## config.mk

```make
export PLATFORM = sky130hd
export DESIGN_NAME = pc_seq
export DESIGN_NICKNAME = d
export VERILOG_FILES = /design/src/rtl/pc_pkg.sv /design/src/rtl/cond.sv /design/src/rtl/ras_stack.sv /design/src/rtl/pc_seq.sv
export SDC_FILE = /design/constraint.sdc
export NUM_CORES = 1
export LEC_CHECK = 0
export CAP_MARGIN = 15
export CORE_AREA = 2 2 123 125
export DETAILED_ROUTE_END_ITERATION = 6
export DIE_AREA = 0 0 125 127
export PLACE_DENSITY = 0.65
export SLEW_MARGIN = 5
export SYNTH_ARGS = -nofsm -noshare
export SYNTH_HDL_FRONTEND = slang
export SYNTH_SLANG_ARGS = --single-unit
```

## constraint.sdc

```tcl
create_clock -name clk -period 12.88 [get_ports clk]
set_input_delay 3.22 -clock clk [delete_from_list [all_inputs] [get_ports clk]]
set_output_delay 3.22 -clock clk [all_outputs]
set_load 0.005 [all_outputs]
```

## src/rtl/pc_pkg.sv

```systemverilog
// Shared types, condition codes and sizing helper for the program-counter unit.
package pc_pkg;

  typedef enum logic [2:0] {
    PC_REDIRECT,
    PC_HOLD,
    PC_RET_RAS,
    PC_RET_RA,
    PC_CALL,
    PC_JUMP,
    PC_SEQ
  } pc_sel_t;

  // jmpcond[2:0] selects the predicate; jmpcond[3] marks a return.
  localparam logic [2:0] CC_AL = 3'd0;
  localparam logic [2:0] CC_EQ = 3'd1;
  localparam logic [2:0] CC_NE = 3'd2;
  localparam logic [2:0] CC_CS = 3'd3;
  localparam logic [2:0] CC_CC = 3'd4;
  localparam logic [2:0] CC_MI = 3'd5;
  localparam logic [2:0] CC_VS = 3'd6;
  localparam logic [2:0] CC_NV = 3'd7;

  function automatic int unsigned ras_ptr_w(input int unsigned depth);
    return (depth > 1) ? $clog2(depth) : 1;
  endfunction

endpackage

```

## src/rtl/cond.sv

```systemverilog
// Condition evaluator: turns ALU flags and a condition code into jump/return qualifiers.
module cond
  import pc_pkg::*;
(
  input  logic       flagn,
  input  logic       flagz,
  input  logic       flagc,
  input  logic       flagv,
  input  logic [3:0] jmpcond,
  output logic       cond_jmp,
  output logic       cond_ret
);

  logic pred;

  always_comb begin
    pred = 1'b0;
    case (jmpcond[2:0])
      CC_AL:   pred = 1'b1;
      CC_EQ:   pred = flagz;
      CC_NE:   pred = ~flagz;
      CC_CS:   pred = flagc;
      CC_CC:   pred = ~flagc;
      CC_MI:   pred = flagn;
      CC_VS:   pred = flagv;
      CC_NV:   pred = 1'b0;
      default: pred = 1'b0;
    endcase
  end

  assign cond_jmp = pred & ~jmpcond[3];
  assign cond_ret = pred &  jmpcond[3];

endmodule

```

## src/rtl/ras_stack.sv

```systemverilog
// Circular return-address stack; a push when full silently overwrites the oldest entry.
module ras_stack
  import pc_pkg::*;
#(
  parameter int unsigned REG_WIDTH = 16,
  parameter int unsigned RAS_DEPTH = 4
) (
  input  logic                       clk,
  input  logic                       rst_n,
  input  logic                       push,
  input  logic                       pop,
  input  logic [REG_WIDTH-1:0]       push_data,
  output logic [REG_WIDTH-1:0]       top,
  output logic [$clog2(RAS_DEPTH):0] count,
  output logic                       full,
  output logic                       empty,
  output logic                       ovf,
  output logic                       unf
);

  localparam int unsigned PW = ras_ptr_w(RAS_DEPTH);
  localparam int unsigned CW = $clog2(RAS_DEPTH) + 1;

  logic [REG_WIDTH-1:0] mem_q [RAS_DEPTH];
  logic [PW-1:0]        sp_q, sp_d;
  logic [CW-1:0]        count_q, count_d;

  assign full  = (count_q == CW'(RAS_DEPTH));
  assign empty = (count_q == '0);
  assign ovf   = push & full;
  assign unf   = pop & empty;
  assign top   = mem_q[sp_q - PW'(1)];
  assign count = count_q;

  // Push has precedence; the caller never issues both in one cycle.
  always_comb begin
    sp_d    = sp_q;
    count_d = count_q;
    if (push) begin
      sp_d = sp_q + PW'(1);
      if (!full) count_d = count_q + CW'(1);
    end else if (pop && !empty) begin
      sp_d    = sp_q - PW'(1);
      count_d = count_q - CW'(1);
    end
  end

  always_ff @(posedge clk or negedge rst_n) begin
    if (!rst_n) begin
      sp_q    <= '0;
      count_q <= '0;
    end else begin
      sp_q    <= sp_d;
      count_q <= count_d;
    end
  end

  // Entry contents need no reset.
  always_ff @(posedge clk) begin
    if (push) mem_q[sp_q] <= push_data;
  end

endmodule

```

## src/rtl/pc_seq.sv

```systemverilog
// Registered program counter with call/return stack, stall, redirect and sticky stack error.
module pc_seq
  import pc_pkg::*;
#(
  parameter int unsigned    REG_WIDTH = 16,
  parameter int unsigned    RAS_DEPTH = 4,
  parameter logic [REG_WIDTH-1:0] RESET_PC = '0
) (
  input  logic                       clk,
  input  logic                       rst_n,
  input  logic                       stall,
  input  logic                       redirect,
  input  logic [REG_WIDTH-1:0]       redirect_pc,
  input  logic                       flagn,
  input  logic                       flagz,
  input  logic                       flagc,
  input  logic                       flagv,
  input  logic [3:0]                 jmpcond,
  input  logic                       jmp,
  input  logic                       call,
  input  logic [REG_WIDTH-1:0]       offset,
  input  logic [REG_WIDTH-1:0]       ra,
  output logic [REG_WIDTH-1:0]       pc,
  output logic [REG_WIDTH-1:0]       pcnext,
  output logic [$clog2(RAS_DEPTH):0] ras_count,
  output logic                       ras_empty,
  output logic                       ras_full,
  output logic                       ras_err
);

  logic [REG_WIDTH-1:0] pc_q, pc_d;
  logic                 err_q, err_d;
  logic                 cond_jmp, cond_ret;
  logic [REG_WIDTH-1:0] pc_inc, pc_off, ras_top;
  logic                 ras_push, ras_pop, ras_ovf, ras_unf;
  pc_sel_t              flow_sel, sel;

  cond u_cond (
    .flagn    (flagn),
    .flagz    (flagz),
    .flagc    (flagc),
    .flagv    (flagv),
    .jmpcond  (jmpcond),
    .cond_jmp (cond_jmp),
    .cond_ret (cond_ret)
  );

  ras_stack #(
    .REG_WIDTH (REG_WIDTH),
    .RAS_DEPTH (RAS_DEPTH)
  ) u_ras (
    .clk       (clk),
    .rst_n     (rst_n),
    .push      (ras_push),
    .pop       (ras_pop),
    .push_data (pc_inc),
    .top       (ras_top),
    .count     (ras_count),
    .full      (ras_full),
    .empty     (ras_empty),
    .ovf       (ras_ovf),
    .unf       (ras_unf)
  );

  assign pc_inc = pc_q + REG_WIDTH'(1);
  assign pc_off = pc_q + offset;

  // Control-flow choice ignoring stall; pcnext is derived from this.
  always_comb begin
    flow_sel = PC_SEQ;
    if (redirect)                    flow_sel = PC_REDIRECT;
    else if (jmp && cond_ret)        flow_sel = ras_empty ? PC_RET_RA : PC_RET_RAS;
    else if (jmp && call && cond_jmp) flow_sel = PC_CALL;
    else if (jmp && cond_jmp)        flow_sel = PC_JUMP;
  end

  always_comb begin
    pcnext = pc_inc;
    case (flow_sel)
      PC_REDIRECT: pcnext = redirect_pc;
      PC_RET_RAS:  pcnext = ras_top;
      PC_RET_RA:   pcnext = ra;
      PC_CALL:     pcnext = pc_off;
      PC_JUMP:     pcnext = pc_off;
      default:     pcnext = pc_inc;
    endcase
  end

  assign sel      = (stall && flow_sel != PC_REDIRECT) ? PC_HOLD : flow_sel;
  assign ras_push = (sel == PC_CALL);
  // A return on an empty stack pops too so the stack reports underflow.
  assign ras_pop  = (sel == PC_RET_RAS) || (sel == PC_RET_RA);

  always_comb begin
    pc_d  = (sel == PC_HOLD) ? pc_q : pcnext;
    err_d = err_q | ras_ovf | ras_unf;
  end

  always_ff @(posedge clk or negedge rst_n) begin
    if (!rst_n) begin
      pc_q  <= RESET_PC;
      err_q <= 1'b0;
    end else begin
      pc_q  <= pc_d;
      err_q <= err_d;
    end
  end

  assign pc      = pc_q;
  assign ras_err = err_q;

endmodule

```

Word level (Yosys, flattened, before mapping)

Memory sizes are Yosys's and may differ from the RTL's.
Index checks and enable logic that the tools add are counted.

Bits in registers: 22
Latch bits: 0
Bits in writable memories: 64
Memory bits (read-only): 0
Input port bits: 62
Output and inout bits: 38
Word-level logic and storage cells: 67
Memories: 1

Memories:

| memory      | depth | bits a word | rd ports | clocked after memory_dff | write ports | RTL line        | text |
|---|---|---|---|---|---|---|---|
| u_ras.mem_q | 4     | 16          | 1        | 0                        | 1           | ras_stack.sv:24 | `logic [REG_WIDTH-1:0] mem_q [RAS_DEPTH];` |

Add/sub/neg operators: 6
Multiply operators: 0
Div/mod/pow operators: 0
Magnitude comparators: 0
Equality and inequality tests: 17
Shift-type cells: 0
Muxes and demuxes: 15
Bitwise logic cells: 9
Reduce and logical (&&, ||, !) cells: 15

Operator list:

| kind                                                 | number |
|---|---|
| case mux 16 bit (4 select lines)                     | 1 |
| equality test 3 bit (second input constant)          | 8 |
| equality test 3 x 2 -> 1 bit (second input constant) | 6 |
| two-way mux 3 bit                                    | 6 |
| adder 16 x 1 -> 16 bit (second input constant)       | 1 |
| adder 16 bit                                         | 1 |
| zero test 3 bit                                      | 3 |
| two-way mux 2 bit                                    | 4 |
| case mux 1 bit (8 select lines)                      | 1 |
| equality test 3 x 1 -> 1 bit (second input constant) | 2 |
| logical AND 1 bit                                    | 6 |
| AND 1 bit                                            | 4 |
| adder 3 x 1 -> 3 bit (second input constant)         | 1 |
| two-way mux 1 bit                                    | 3 |
| NOT 1 bit                                            | 3 |
| nonzero test 3 bit                                   | 1 |
| subtractor 3 x 1 -> 3 bit (second input constant)    | 1 |
| adder 2 x 1 -> 2 bit (second input constant)         | 1 |
| != test 2 bit (second input constant)                | 1 |
| OR 1 bit                                             | 2 |
| AND reduction 2 bit                                  | 1 |
| nonzero test 2 bit                                   | 1 |
| OR reduction 2 bit                                   | 1 |
| subtractor 2 x 1 -> 2 bit (second input constant)    | 1 |
| other kinds (2)                                      | 2 |

Depth between registers and ports, before layout

Gate-level depths: netlist of run 1.

Depth in word-level cells: 16
Mapped depth: 13
Depth with buffers taken out: 9

Cells and area by module

Synthesis of run 1 repeated with hierarchy kept, for this count alone.

Cells, all modules: 424
Area total of the unflattened synthesis: 5081.1 um^2

Modules (own cells, without submodules):

| module    | instances | cells each | area an instance (um^2) | seq. area each (um^2) |
|---|---|---|---|---|
| ras_stack | 1         | 129        | 2765.2                  | 2047.0 |
| pc_seq    | 1         | 283        | 2243.4                  | 425.4 |
| cond      | 1         | 12         | 72.6                    | 0.0 |

Worst setup path before layout of run 1

OpenSTA, ideal clock, no wires.

Path type: input port to output port
From: input offset[0]
To: output pcnext[14]
Arrival: 5273 ps
Required time: 9660 ps
Slack: 4387 ps
Stages on the path: 9
Buffers on the path: 0
Cells stage by stage: ha_1 -> fa_1 -> a211oi_2 -> o21bai_2 -> a2111oi_4 -> nor4_1 -> or3_1 -> a31o_1 -> nand2_1

Longest elaborated chain between the ends: 2

RTL lines:

| element                          | RTL line     | text |
|---|---|---|
| start, declared                  | pc_seq.sv:21 | `input logic [REG_WIDTH-1:0] offset,` |
| adder 16 bit                     | pc_seq.sv:66 | `assign pc_off = pc_q + offset;` |
| case mux 16 bit (4 select lines) | pc_seq.sv:79 | `case (flow_sel)` |
| end, declared                    | pc_seq.sv:24 | `output logic [REG_WIDTH-1:0] pcnext,` |

No other way between the ends.

Final worst setup path of run 1

From: input redirect
To: output pcnext[15]

Longest elaborated chain between the ends: 4
Elaborated cells between the ends (all ways): 8
Those cells by class: 4 x eq/ne; 2 x mux; 2 x reduce/logical

RTL lines:

| element                            | RTL line     | text |
|---|---|---|
| start, declared                    | pc_seq.sv:12 | `input logic redirect,` |
| two-way mux 3 bit *                | pc_seq.sv:71 | `if (redirect) flow_sel = PC_REDIRECT;` |
| equality test 3 bit                | pc_seq.sv:79 |  |
| OR reduction 2 bit (no line)       | --           |  |
| case mux 16 bit (4 select lines) * | pc_seq.sv:79 |  |

Every way passes the cells marked *; elsewhere a longest branch is shown, timed or not.

==> metrics, run 1 <==
clk_lat worst skew 340 ps; P per Cell Area 164 nW/um2; sequential share of the synthesized area 49.3%; initial antenna violation count 0; final net count 598; Reg-to-Reg Start pc[0]; R2R Setup Slk 9880 ps; Port Buf Inserts 99; drt pass-1 iters 6; Post-Synthesis Cells 418; final wirelength 14.8 mm; Max Cap Viol 0; final setup violating endpoints 0; cell total after placement 686; post-DP HPWL 10.8 mm; critical path, cell by cell clkdlybuf4s50_1, inv_1, nand2_1, a311oi_2, nand2_1, mux2_2, a22oi_1, clkdlybuf4s50_1; HP Start ras_err; Synth area leader edfxtp_1; number of synthesized flops with an enable pin 64; crit path DAT 6820 ps; slew margin rel. 27.1%; Setup TNS 0 ps; TritonCTS Buffers 9; hold path depth 1; vias per std cell 5.63; worst r2r path cells 9; Antenna Nets Post-Route 0; GP Congestion 0.825; Worst Setup End Kind primary output; drt wl/cell 21.0 um; # IOs 100; Die H 127 um; clock root buffer master clkbuf_16; CORE AREA 14400 um2; die width 125 um; fin area 6470 um2; kind of critical path in -> out; Seq cells post-synth 86; largest cells by area after synthesis edfxtp_1 (38%), dfrtp_1 (11%), mux4_2 (7.2%), ha_1 (5.0%), xnor2_1 (3.5%); most common cell in the netlist edfxtp_1; total grt overflow 0; DRT iter0 DRCs 430; pin count of the biggest net entering global routing 23; ant diodes 0; Post-synth top cells edfxtp_1 (64), nand2_1 (42), dfrtp_1 (22); DRC 0; CP required 9660 ps; Clk pin slew, worst setup/hold paths 60 ps; post-synthesis net count 502; Reg-to-Reg End pc[10]; hold endpoint ras_err; CTS Buffer Depth 2; H-tree depth 3; Layout area overhead 29.1%; gr usage total 18.4%; worst-path fanout max 12; first-pass GRT wire length 22.5 mm; hold buffer count at cts 0; placed inst area 6160 um2; post-CTS setup buffers 0; Least-Margin Pin Slew 1090 ps; period utilization 77.9%; status completed; proportion of layout cells with a drive suffix above 1 10.8%; Critical Path Max Stage Delay 960 ps; Worst VDD drop 0.0000835 V; HP Class reg -> reg; row count 44; main flop type after synthesis edfxtp_1; Slew Limit Fails 0; clk sink count 86; Die ar. 15900 um2; Starting Density 34.8%; Tot Pwr 1.06 mW; Vias 3955; library cells used by synthesis 68; Avg Inst Size Synth 12.0 um2; Setup Skew 10.1 ps; unrepaired setup endpoints after global routing no; crit start category input pin; Tmin final 10040 ps; Slowest cell on crit path a311oi_2; Finished Layout Cells 703; Synthesis Warnings 0; CTS tree yes; Synth async-reset ratio 25.6%; Mapped Area 5010 um2; cts repair resizes 0; Fill cells 1344; Synth top area share 38.3%; Peak Freq 99.6 MHz; Min Hold Slack 501 ps; vias in the first global route 4034; Pleak 2.36 nW; Final Hold Viols 0
cells in the final DEF, fill, tap and decap left out, drive strengths merged, types with 3 or more instances in the layout:
cell           instances
clkdlybuf4s50         99
edfxtp                64
nand2                 42
dfrtp                 22
o21ai                 22
xnor2                 20
ha                    20
a21oi                 19
inv                   17
mux4                  16
nor2                  16
mux2                  13
clkbuf                12
nand3                 11
xor2                   9
nor3                   9
a21o                   8
and2                   6
a2bb2oi                6
a22oi                  6
a31oi                  5
nand2b                 4
and3                   4
mux2i                  4
a211o                  4
nand4                  4
a211oi                 4
and4                   3
o211ai                 3
o31ai                  3
or2                    3
clkinv                 3
worst max path at each step:
stage / from / to / slack [ps]
final: redirect / pcnext[15] / 2840
after global placement: redirect / pcnext[15] / 2980
after floorplan: offset[0] / pcnext[14] / 4390
after CTS: redirect / pcnext[15] / 2880
after detailed placement: redirect / pcnext[15] / 2890
after global routing: redirect / pcnext[15] / 2660
registers in the layout, summed over array words and instances, names as in the netlist:
name,count
u_ras.mem_q,64
u_ras.count,3
pc,16
ras_err,1
u_ras.sp_q,2
cells by family after synthesis:
kind of cell	share of synthesized area (%)
AO/OA/AOI/OAI	14.9
XOR/XNOR	5.07
adder cells (fa/ha/maj)	5.79
buffers and inverters	2.97
flip-flops	49.3
multiplexers	10.9
AND/OR/NAND/NOR	11.0
routing by layer:
metal  vias to the layer above  part of all wire [%]  global-route usage (%)
li1                       1804                     -                       -
met1                      1923                    44                    26.5
met2                       212                    45                    28.9
met3                        16                   9.6                    4.36
met4                         0                   1.2                    3.46
met5                         -                     0                       0
through the flow:
step | utilization (%) | setup WS [ps]
6_report | 44.9 | 2840
5_1_grt | 44.9 | 2660
4_1_cts | 44.7 | 2880
3_5_place_dp | 42.7 | 2890
3_3_place_gp | 42.7 | 2980
2_1_floorplan | - | 4390
critical path: cells and delay by family:
family,cells,cell delay [ps]
AOI/OAI and AO/OA,2,1170
buffers and inverters,3,1780
muxes,1,310
and+or+nand+nor,2,330
power by group:
part           switching (mW)  internal [mW]
logic                   0.220          0.220
registers              0.0334          0.335
clock network           0.100          0.150
layout make-up:
| class | instances | area [um2] | share of cell area (%) |
|---|---|---|---|
| Clock inverter | 4 | 47.5 | 0.735 |
| Clock buffer | 12 | 236 | 3.65 |
| Multi-Input combinational cell | 298 | 2390 | 36.9 |
| Timing Repair Buffer | 101 | 1030 | 15.9 |
| Tap cell | 184 | 230 | 3.56 |
| Sequential cell | 86 | 2470 | 38.2 |
| Inverter | 18 | 67.6 | 1.04 |
Note: power is estimated with default switching activity, not from simulation.
==> run 2, diff against run 1 <==
==> constraint.sdc (replaced) <==
create_clock -name clk -period 9.4 [get_ports clk]
set_input_delay 2.35 -clock clk [delete_from_list [all_inputs] [get_ports clk]]
set_output_delay 2.35 -clock clk [all_outputs]
set_load 0.005 [all_outputs]
==> run 2 against run 1 <==
  * Wire length down 0.56%
  * Utilization up 0.42 points
  * Design area up 0.93%
  * Count of clock-buffer cells in the layout unchanged
  * Non-clock buffer count unchanged
  * Register-to-register slack worse by 3500 ps
  * Global-route usage down 0.20 points
  * Total power up 45%
  * First-iteration DRC count up 6.3%
  * Die area unchanged
  * Final cell count unchanged
  * Critical endpoint unchanged
  * Largest power group unchanged
==> metrics, run 2 (synthesis results as in run 1) <==
Tmin final 8350 ps; worst-path fanout max 12; Least-Margin Pin Slew 1150 ps; CP required 7050 ps; met2 Track Usage GR 28.1%; Antenna Nets Post-Route 0; TritonCTS Buffers 9; worst path bufs/invs 3; row count 44; unrepaired setup endpoints after global routing no; clock root buffer master clkbuf_16; Slowest cell on crit path a311oi_2; final wirelength 14.7 mm; cts repair resizes 0; Max Cap Viol 0; period utilization 88.9%; hold path depth 1; Psw 0.485 mW; status completed; Switching Fraction 31.7%; Clock power frac 27.8%; HP Start ras_err; Vias 4015; Worst Setup End Kind primary output; cell total after placement 686; commonest non-fill, non-tap cell in the layout clkdlybuf4s50_1; crit path DAT 6000 ps; worst r2r path cells 9; Tot Pwr 1.53 mW; initial antenna violation count 0; Peak Freq 120 MHz; clk_lat worst skew 340 ps; DRT iter0 DRCs 457; GR Util met1 26.6%; CP delay by family, top buffers and inverters; Reg-to-Reg End pc[10]; area of the multi-input gates 2390 um2; Largest Register u_ras.mem_q; CTS tree yes; met3 Track Usage GR 4.02%; pin count of the biggest net entering global routing 23; Clk pin slew, worst setup/hold paths 60 ps; crit start category input pin; busiest grt layer met2; Die ar. 15900 um2; Layout area overhead 30.3%; Worst VDD drop 0.000110 V; first-pass GRT wire length 22.3 mm; Fill cells 1318; post-DP HPWL 10.8 mm; kind of critical path in -> out; post-CTS setup buffers 0; sequential cell area 2470 um2; hold buffer count at cts 0; ant diodes 0; Die H 127 um; # IOs 100; Port Buf Inserts 99; Largest register FFs 64; CORE AREA 14400 um2; Final Hold Viols 0; R2R Setup Slk 6400 ps; drt pass-1 iters 5; critical path, cell by cell clkdlybuf4s50_1, inv_1, nand2_1, a311oi_2, nand2_1, mux2_2, a22oi_1, clkdlybuf4s50_1; Reg-to-Reg Start pc[0]; CTS Buffer Depth 2; internal power 1.05 mW; Min Hold Slack 505 ps; vias in the first global route 3954; placed inst area 6160 um2; power share of the combinational group 39.3%; Setup TNS 0 ps; proportion of layout cells with a drive suffix above 1 10.8%; fin area 6530 um2; HP Class reg -> reg; hold endpoint ras_err; DRC 0; H-tree depth 3; Starting Density 34.8%; Finished Layout Cells 703; Slew Limit Fails 0; gr usage total 18.2%; clk sink count 86; slew margin rel. 23.4%; final net count 598; total grt overflow 0; sequential power share 33.0%; P per Cell Area 235 nW/um2; vias per std cell 5.71; Critical Path Max Stage Delay 1010 ps; Setup Skew 9.53 ps; Pleak 2.39 nW; most frequent cells in the layout clkdlybuf4s50_1 (99), edfxtp_1 (64), nand2_1 (42); final setup violating endpoints 0; GP Congestion 0.825; die width 125 um; drt wl/cell 20.9 um
-- run 2: worst max-delay path by stage --
stage                     slack, ps      start  depth (start not counted)    endpoint
after global placement         1240   redirect                          8  pcnext[15]
after CTS                      1140   redirect                          8  pcnext[15]
after global routing            940   redirect                          8  pcnext[15]
final                          1050   redirect                          8  pcnext[15]
after floorplan                2650  offset[0]                          9  pcnext[14]
after detailed placement       1150   redirect                          8  pcnext[15]
-- run 2: cell type report --
cell class / count / share of cell area, %
repair buffers: 101 / 15.5
multi-input cells: 298 / 36.6
clock buffers: 12 / 3.62
flip-flops and latches: 86 / 37.9
well taps: 184 / 3.52
clock inverters: 4 / 1.84
inverters: 18 / 1.03
-- run 2: metal layers --
metal | wire, um | vias up
met1 | 6560 | 1977
met3 | 1290 | 18
li1 | - | 1801
met2 | 6670 | 219
met4 | 149 | 0
met5 | 0 | -
-- run 2: per-stage QoR --
stage	setup WS (ps)	util, %
final	1050	45.3
after global routing	937	45.3
after CTS	1140	45.2
after detailed placement	1150	42.7
after global placement	1240	42.7
after floorplan	2650	-
-- run 2: power groups by stage --
stage	Clock [mW]	Sequential [mW]	Combinational, mW
after global routing	0.445	0.511	0.651
after floorplan	0	0.502	0.377
after CTS	0.428	0.505	0.600
after global placement	0	0.511	0.588
after detailed placement	0	0.513	0.594
final	0.426	0.505	0.601
-- run 2: worst register-to-register path, delay by kind of cell (launching register included) --
kind                       cells  cell delay [ps]
AOI/OAI and AO/OA              5             1250
muxes                          1              260
adders and majority gates      2              730
xor gates and xnor gates       1              190
DFF                            1              470
